File: src/rtl/ps2_host_tx.sv
// ps2_host_tx: host-to-device PS/2 command transmitter with device ACK capture and timeout abort
module ps2_host_tx #(
  parameter int INHIBIT_CYCLES = 2500,
  parameter int TIMEOUT_CYCLES = 375000
) (
  input  logic       clk25,
  input  logic       rst,
  input  logic [7:0] tx_data,
  input  logic       tx_valid,
  output logic       tx_ready,
  input  logic       ps2_clk_in,
  input  logic       ps2_din_in,
  output logic       ps2_clk_oe,
  output logic       ps2_dat_oe,
  output logic       rx_inhibit,
  output logic       done,
  output logic       ack_ok,
  output logic       err
);
  localparam logic [18:0] INH_LAST  = 19'(INHIBIT_CYCLES - 1);
  localparam logic [18:0] INH_START = 19'(INHIBIT_CYCLES - 2);
  localparam logic [18:0] TO_LAST   = 19'(TIMEOUT_CYCLES - 1);
  typedef enum logic [1:0] {IDLE, INHIBIT, XFER, WAIT_IDLE} state_t;
  state_t      state_q, state_d;
  logic [2:0]  clk_sync_q;
  logic [1:0]  dat_sync_q;
  logic [18:0] cnt_q, cnt_d;
  logic [8:0]  sh_q, sh_d;
  logic [3:0]  n_q, n_d;
  logic        ack_q, ack_d, clk_oe_q, clk_oe_d, dat_oe_q, dat_oe_d;
  logic        done_q, done_d, ok_q, ok_d, err_q, err_d;
  logic        clk_s, dat_s, fall;
  assign clk_s      = clk_sync_q[1];
  assign dat_s      = dat_sync_q[1];
  assign fall       = clk_sync_q[2] & ~clk_s;
  assign tx_ready   = state_q == IDLE;
  assign rx_inhibit = ~tx_ready;
  assign ps2_clk_oe = clk_oe_q;
  assign ps2_dat_oe = dat_oe_q;
  assign done       = done_q;
  assign ack_ok     = ok_q;
  assign err        = err_q;
  always_ff @(posedge clk25) begin
    clk_sync_q <= rst ? 3'b111 : {clk_sync_q[1:0], ps2_clk_in};
    dat_sync_q <= rst ? 2'b11 : {dat_sync_q[0], ps2_din_in};
  end
  // sh_q holds {parity, data}; shifting in ones makes the tenth fall release data as the stop bit
  always_comb begin
    state_d  = state_q;
    cnt_d    = cnt_q + 19'd1;
    sh_d     = sh_q;
    n_d      = n_q;
    ack_d    = ack_q;
    clk_oe_d = clk_oe_q;
    dat_oe_d = dat_oe_q;
    done_d   = 1'b0;
    ok_d     = 1'b0;
    err_d    = 1'b0;
    case (state_q)
      IDLE: if (tx_valid) begin
        state_d  = INHIBIT;
        sh_d     = {~^tx_data, tx_data};
        n_d      = 4'd0;
        cnt_d    = 19'd0;
        clk_oe_d = 1'b1;
      end
      INHIBIT: begin
        dat_oe_d = dat_oe_q | (cnt_q == INH_START);
        if (cnt_q == INH_LAST) begin
          state_d  = XFER;
          cnt_d    = 19'd0;
          clk_oe_d = 1'b0;
        end
      end
      XFER: if (fall) begin
        cnt_d = 19'd0;
        n_d   = n_q + 4'd1;
        if (n_q == 4'd10) begin
          ack_d   = dat_s;
          state_d = WAIT_IDLE;
        end else begin
          dat_oe_d = ~sh_q[0];
          sh_d     = {1'b1, sh_q[8:1]};
        end
      end
      WAIT_IDLE: begin
        if (fall) cnt_d = 19'd0;
        if (clk_s & dat_s) begin
          state_d = IDLE;
          done_d  = 1'b1;
          ok_d    = ~ack_q;
        end
      end
      default: state_d = IDLE;
    endcase
    // a stalled device wins over a simultaneous bus-idle completion
    if ((state_q == XFER || state_q == WAIT_IDLE) && cnt_q == TO_LAST) begin
      state_d  = IDLE;
      clk_oe_d = 1'b0;
      dat_oe_d = 1'b0;
      done_d   = 1'b1;
      ok_d     = 1'b0;
      err_d    = 1'b1;
    end
  end
  always_ff @(posedge clk25) begin
    if (rst) begin
      state_q  <= IDLE;
      cnt_q    <= 19'd0;
      sh_q     <= 9'd0;
      n_q      <= 4'd0;
      ack_q    <= 1'b1;
      clk_oe_q <= 1'b0;
      dat_oe_q <= 1'b0;
      done_q   <= 1'b0;
      ok_q     <= 1'b0;
      err_q    <= 1'b0;
    end else begin
      state_q  <= state_d;
      cnt_q    <= cnt_d;
      sh_q     <= sh_d;
      n_q      <= n_d;
      ack_q    <= ack_d;
      clk_oe_q <= clk_oe_d;
      dat_oe_q <= dat_oe_d;
      done_q   <= done_d;
      ok_q     <= ok_d;
      err_q    <= err_d;
    end
  end
endmodule
File: config.mk
export PLATFORM = sky130hd
export DESIGN_NAME = ps2_host_tx
export DESIGN_NICKNAME = d
export VERILOG_FILES = /design/src/rtl/ps2_host_tx.sv
export SDC_FILE = /design/constraint.sdc
export NUM_CORES = 1
export LEC_CHECK = 0
export CAP_MARGIN = 20
export CORE_UTILIZATION = 45
export CTS_CLUSTER_SIZE = 24
export DETAILED_ROUTE_END_ITERATION = 12
export PLACE_DENSITY = 0.74
export SYNTH_ARGS = -nofsm -noshare
export SYNTH_HDL_FRONTEND = slang
export SYNTH_SLANG_ARGS = --single-unit
File: constraint.sdc
create_clock -name clk25 -period 3.6 [get_ports clk25]
set_input_delay 0.9 -clock clk25 [delete_from_list [all_inputs] [get_ports clk25]]
set_output_delay 0.9 -clock clk25 [all_outputs]
set_load 0.03 [all_outputs]
==> results_dict.tcl, run 1 <==
set metrics [dict create \
    synth_top_area_share_pct 42.4 \
    first_pass_iters 8 \
    diodes 0 \
    cp_data_arrival_time_ns 1.90 \
    synth-main-ff-cell "dfxtp_1" \
    post_synth_num_cell_types 37 \
    path_max_fanout 7 \
    ctsRootBufferMaster "clkbuf_8" \
    status "finished with violations" \
    io_pins 20 \
    viasPerCell 5.31 \
    die-area_um2 5010 \
    leakagePower_uw 0.000859 \
    cts_resized 0 \
    overflow 0 \
    wl_per_cell_um 13.0 \
    cts_tree "yes" \
    synthArstFlopShare_pct 0 \
    hold_path_startpoint "dat_sync_q[0]" \
    drc 2 \
    layout-drive-gt1-share_pct 6.46 \
    synth.area.top_cells "dfxtp_1 42%, nor2_1 7.6%, xor2_1 5.4%" \
    grt_pass1_vias 1651 \
    synth_edf_count 0 \
    netlist_area_um2 2130 \
    crit_type "reg -> out" \
    synth.net_count 262 \
    grt_usage_pct 18.6 \
    rows 24 \
    finalSetupViolCount 0 \
    antenna_found_initial 0 \
    clk_pin_slew_ns 0.09 \
    yosysMostFrequentCell "dfxtp_1" \
    start_kind "flip-flop" \
    ys.warnings.count 0 \
    yosysTopAreaCell "dfxtp_1" \
    place.gp.congestion 0.766 \
    post_cts_buffers 0 \
    period_share_pct 77.8 \
    finClkSkew_ns 0.00880 \
    crit_start "state_q[0]" \
    slew_headroom_pct 43.6 \
    fin_area_um2 2480 \
    synth-seq-area-share_pct 42.4 \
    p_per_area_nw_per_um2 609 \
    worstMarginPinSlew_ns 0.846 \
    h-tree-depth 2 \
    max_freq_mhz 357 \
    hold_buffers 0 \
    drt-initial-drc-count 128 \
    die_h_um 70.8 \
    ant_nets 0 \
    syn_area_per_cell_um2 8.83 \
    cpPeakStageDelay_ns 0.68 \
    crit_path_end_kind "primary output" \
    insertion_delay_ns 0.30 \
    via_count 1674 \
    hpwl_um 2900 \
    nets 283 \
    required_ns 2.70 \
    ir_drop_v 0.000249 \
    start_util_pct 47.9 \
    area.growth.synth_to_final_pct 16.6 \
    fin_crit_ns 2.80 \
    ys_ff_latch 45 \
    crit_top_cell "inv_1" \
    cp.buffers_inverters 3 \
    die_x_um 70.8 \
    final_hold_viol_count 0 \
    cp_top_family "buffers and inverters" \
    port_buffers 19 \
    core_area_um2 4440 \
    tns_ns 0 \
    cap_violations 0 \
    postSynthCellCount 241 \
    grt_pass1_wl_um 7400 \
    place_ws_ns 1.07 \
    grt_setup_unrepaired "false" \
    place_area_um2 2360 \
    crit_path_top_delay_cell "clkdlybuf4s50_1" \
    cp_cell_sequence "inv_1 -> ha_1 -> inv_1 -> clkdlybuf4s50_1" \
    grt_max_degree 23 \
    cts_buffers 5 \
    cts_sinks 45 \
    fin_ws_ns 0.800 \
    hp-class "reg -> reg" \
    violations "design-rule violations" \
    rr_startpoint "cnt_q[12]" \
    cts.path.max_buffers 2 \
    maxSlewViolCount 0 \
    ys_top_cells_by_count "45 x dfxtp_1, 43 x nor2_1, 14 x nand2_1, 13 x xor2_1" \
    wl_um 4090 \
]
## worst paths after layout
check	endpoint	slack, ns	cells after the start
hold reg to reg	dat_sync_q[1]	0.42	1
setup / recovery	rx_inhibit	0.80	4
setup reg to reg	cnt_q[7]	1.11	5
hold / removal	dat_sync_q[1]	0.42	1
## cell families (layout without fill, tap and decap cells)
group                      Yosys count  count (layout)  synth area share (%)
and+or+nand+nor                    109             109                  25.2
DFF                                 45              45                  42.4
AOI/OAI and AO/OA                   33              33                  10.8
xor gates and xnor gates            25              25                  10.3
buffers and inverters               12              34                  2.47
muxes                                9               9                  4.24
adders and majority gates            8               8                  4.71
## per-layer routing
metal / share of wire (%) / track usage [%]
met4: 1.3 / 6.00
met1: 50 / 23.7
met3: 3.3 / 4.84
met2: 46 / 30.9
met5: 0 / 0
## area by class of cell
| cell class | instances | area (µm²) |
|---|---|---|
| Inverter | 6 | 22.5 |
| Multi-Input combinational cell | 184 | 1170 |
| Clock buffer | 6 | 82.6 |
| Sequential cell | 45 | 901 |
| Tap cell | 52 | 65.1 |
| Clock inverter | 2 | 37.5 |
| Timing Repair Buffer | 20 | 198 |
| Fill cell | 416 | 1960 |
## stage by stage
step | power [µW] | util, % | cells | hold slack [ns]
finish | 1510 | 55.8 | 315 | 0.416
global route | 1610 | 55.8 | 315 | 0.436
CTS | 1520 | 55.8 | 315 | 0.418
detailed placement | 1120 | 53.1 | 307 | 0.398
global placement | 1100 | 53.1 | 307 | 0.392
floorplan | 988 | - | 241 | 0.389
## cell usage in the layout (no fill, tap or decap), drive strengths merged, types with 2 or more instances in the layout
cell type,n
nor4,2
a22oi,2
dfxtp,45
o32ai,2
clkbuf,6
nand4,5
nand2b,7
or4,5
a21oi,9
clkdlybuf4s50,19
nor3,6
mux2i,9
a211oi,8
and3,2
xor2,13
and2,2
or2,5
nand2,14
nand3,12
ha,8
nor2,43
nand3b,3
o21bai,2
xnor2,12
o21ai,5
inv,6
## where the power goes
part	total, µW	switching (µW)	internal (µW)
Clock	399	174	226
Sequential	614	46.2	567
Combinational	497	303	194
## state kept, by name (all words and copies together), names as in the netlist
signal	count
ack_q	1
clk_sync_q	3
state_q	2
dat_sync_q	2
sh_q	9
done	1
ps2_dat_oe	1
cnt_q	19
ack_ok	1
err	1
n_q	4
ps2_clk_oe	1
Note: power is estimated with default switching activity, not from simulation.
==> run 2: changes to the inputs <==
==> constraint.sdc (replaced) <==
create_clock -name clk25 -period 2.9 [get_ports clk25]
set_input_delay 0.725 -clock clk25 [delete_from_list [all_inputs] [get_ports clk25]]
set_output_delay 0.725 -clock clk25 [all_outputs]
set_load 0.03 [all_outputs]
==> run 2 against run 1 <==
Against the previous run: the run still ends with design-rule violations left; clock-buffer cell count fell by 1; hold slack gained 0.00072 ns; largest cell class unchanged; final area decreased by 0.76%; global-route usage decreased by 1.5 points; via count up 1.6%.
==> results_dict.tcl, run 2 (synthesized netlist as in run 1, its figures left out) <==
set metrics [dict create \
    die_x_um 70.8 \
    insertion_delay_ns 0.30 \
    grt_pass1_vias 1534 \
    cpPeakStageDelay_ns 0.68 \
    cp.buffers_inverters 3 \
    cts_sinks 45 \
    ant_nets 0 \
    overflow 0 \
    cts_tree "yes" \
    hold_path_depth 1 \
    ir_drop_v 0.000409 \
    violations "design-rule violations" \
    start_util_pct 47.9 \
    place_ws_ns 0.456 \
    worstMarginPinSlew_ns 0.748 \
    h-tree-depth 2 \
    hp-class "reg -> reg" \
    largest_reg_flops 19 \
    core_area_um2 4440 \
    grt_max_degree 20 \
    drc 2 \
    io_pins 20 \
    viasPerCell 5.36 \
    die-area_um2 5010 \
    p_per_area_nw_per_um2 715 \
    diodes 0 \
    slew_headroom_pct 49.6 \
    layout.cells.non_filler 317 \
    wl_per_cell_um 12.8 \
    crit_type "reg -> out" \
    cts_resized 0 \
    layout_common_cells "45 x dfxtp_1, 43 x nor2_1, 19 x clkdlybuf4s50_1" \
    die_h_um 70.8 \
    hpwl_um 2980 \
    regMostFlops "cnt_q" \
    fin_ws_ns 0.283 \
    required_ns 2.17 \
    max_freq_mhz 382 \
    port_buffers 19 \
    grt_setup_unrepaired "false" \
    layout_commonest_cell "dfxtp_1" \
    via_count 1700 \
    cp_top_family "buffers and inverters" \
    leakagePower_uw 0.000856 \
    hold_path_startpoint "clk_sync_q[0]" \
    period_share_pct 90.2 \
    clk_pin_slew_ns 0.09 \
    cp_cell_sequence "inv_1 -> ha_1 -> inv_1 -> clkdlybuf4s50_1" \
    area.growth.synth_to_final_pct 15.7 \
    holdWs_ns 0.417 \
    crit_path_end_kind "primary output" \
    wl_um 4060 \
    crit_start "state_q[0]" \
    post_cts_buffers 0 \
    dpl.cell_count 309 \
    finClkSkew_ns 0.00991 \
    fill_cells 407 \
    hold_buffers 0 \
    crit_top_cell "inv_1" \
    layout-drive-gt1-share_pct 7.17 \
    cp_data_arrival_time_ns 1.89 \
    drt-initial-drc-count 81 \
    cts.path.max_buffers 2 \
    maxSlewViolCount 0 \
    nets 285 \
    tns_ns 0 \
    grt_usage_pct 17.1 \
    finalSetupViolCount 0 \
    critical_path.endpoint "rx_inhibit" \
    r2r-end "cnt_q[18]" \
    start_kind "flip-flop" \
    cts_buffers 5 \
    path_max_fanout 7 \
    grt_pass1_wl_um 6800 \
    crit_path_top_delay_cell "clkdlybuf4s50_1" \
    fin_crit_ns 2.62 \
    regToRegSetupSlack_ns 0.47 \
    ctsRootBufferMaster "clkbuf_8" \
    reg_top3 "cnt_q (19), sh_q (9), n_q (4)" \
    status "finished with violations" \
    first_pass_iters 8 \
    rr_startpoint "cnt_q[12]" \
    antenna_found_initial 0 \
    place.gp.congestion 0.792 \
    final_hold_viol_count 0 \
    reg2reg_depth 5 \
    rows 24 \
    cap_violations 0 \
    cp.depth 4 \
]
-- run 2: cell types whose count changed in the layout (fill, tap and decap cells not counted), sizes merged --
cell | before | now
buf | 1 | 3
clkinv | 0 | 2
bufinv | 1 | 0
clkbuf | 6 | 5
-- run 2: layout make-up --
class | instances | area (µm²) | area share [%]
Multi-Input combinational cell | 184 | 1170 | 47.7
Sequential cell | 45 | 901 | 36.6
Timing Repair Buffer | 22 | 213 | 8.64
Clock buffer | 5 | 68.8 | 2.80
Tap cell | 52 | 65.1 | 2.64
Inverter | 6 | 22.5 | 0.915
Clock inverter | 3 | 17.5 | 0.712
-- run 2: stage by stage --
stage                     instance area, µm²  total power (µW)  utilization (%)
after floorplan                         2130              1230                -
after global placement                  2370              1380             53.4
after detailed placement                2370              1390             53.4
after CTS                               2460              1770             55.4
after global routing                    2460              1860             55.4
final                                   2460              1760             55.4
-- run 2: worst min path at each step --
stage / end / slack, ns
final: clk_sync_q[1] / 0.42
after global routing: dat_sync_q[1] / 0.43
after CTS: dat_sync_q[1] / 0.42
after floorplan: clk_sync_q[1] / 0.39
after detailed placement: dat_sync_q[1] / 0.40
after global placement: clk_sync_q[1] / 0.39
-- run 2: worst register-to-register path, stage by stage, from the launching register on --
cell and delay [ns]:
dfxtp_1 0.36, or4_1 0.53, or4_4 0.51, o31a_1 0.35
o21ai_4 0.45, nor2_1 0.10
-- run 2: metal layers --
layer  vias up  global-route usage, %  wire length (µm)
met5         -                      0                 0
met4         0                   8.00                87
met3         9                   3.85               106
met2        21                   27.0              1800
met1       786                   22.2              2070
li1        884                      -                 -
-- run 2: where the power goes --
group	leakage, µW	switching, µW	internal, µW	total [µW]
clock network	0.0000439	215	166	382
registers	0.000367	58.3	704	763
logic	0.000445	371	244	615
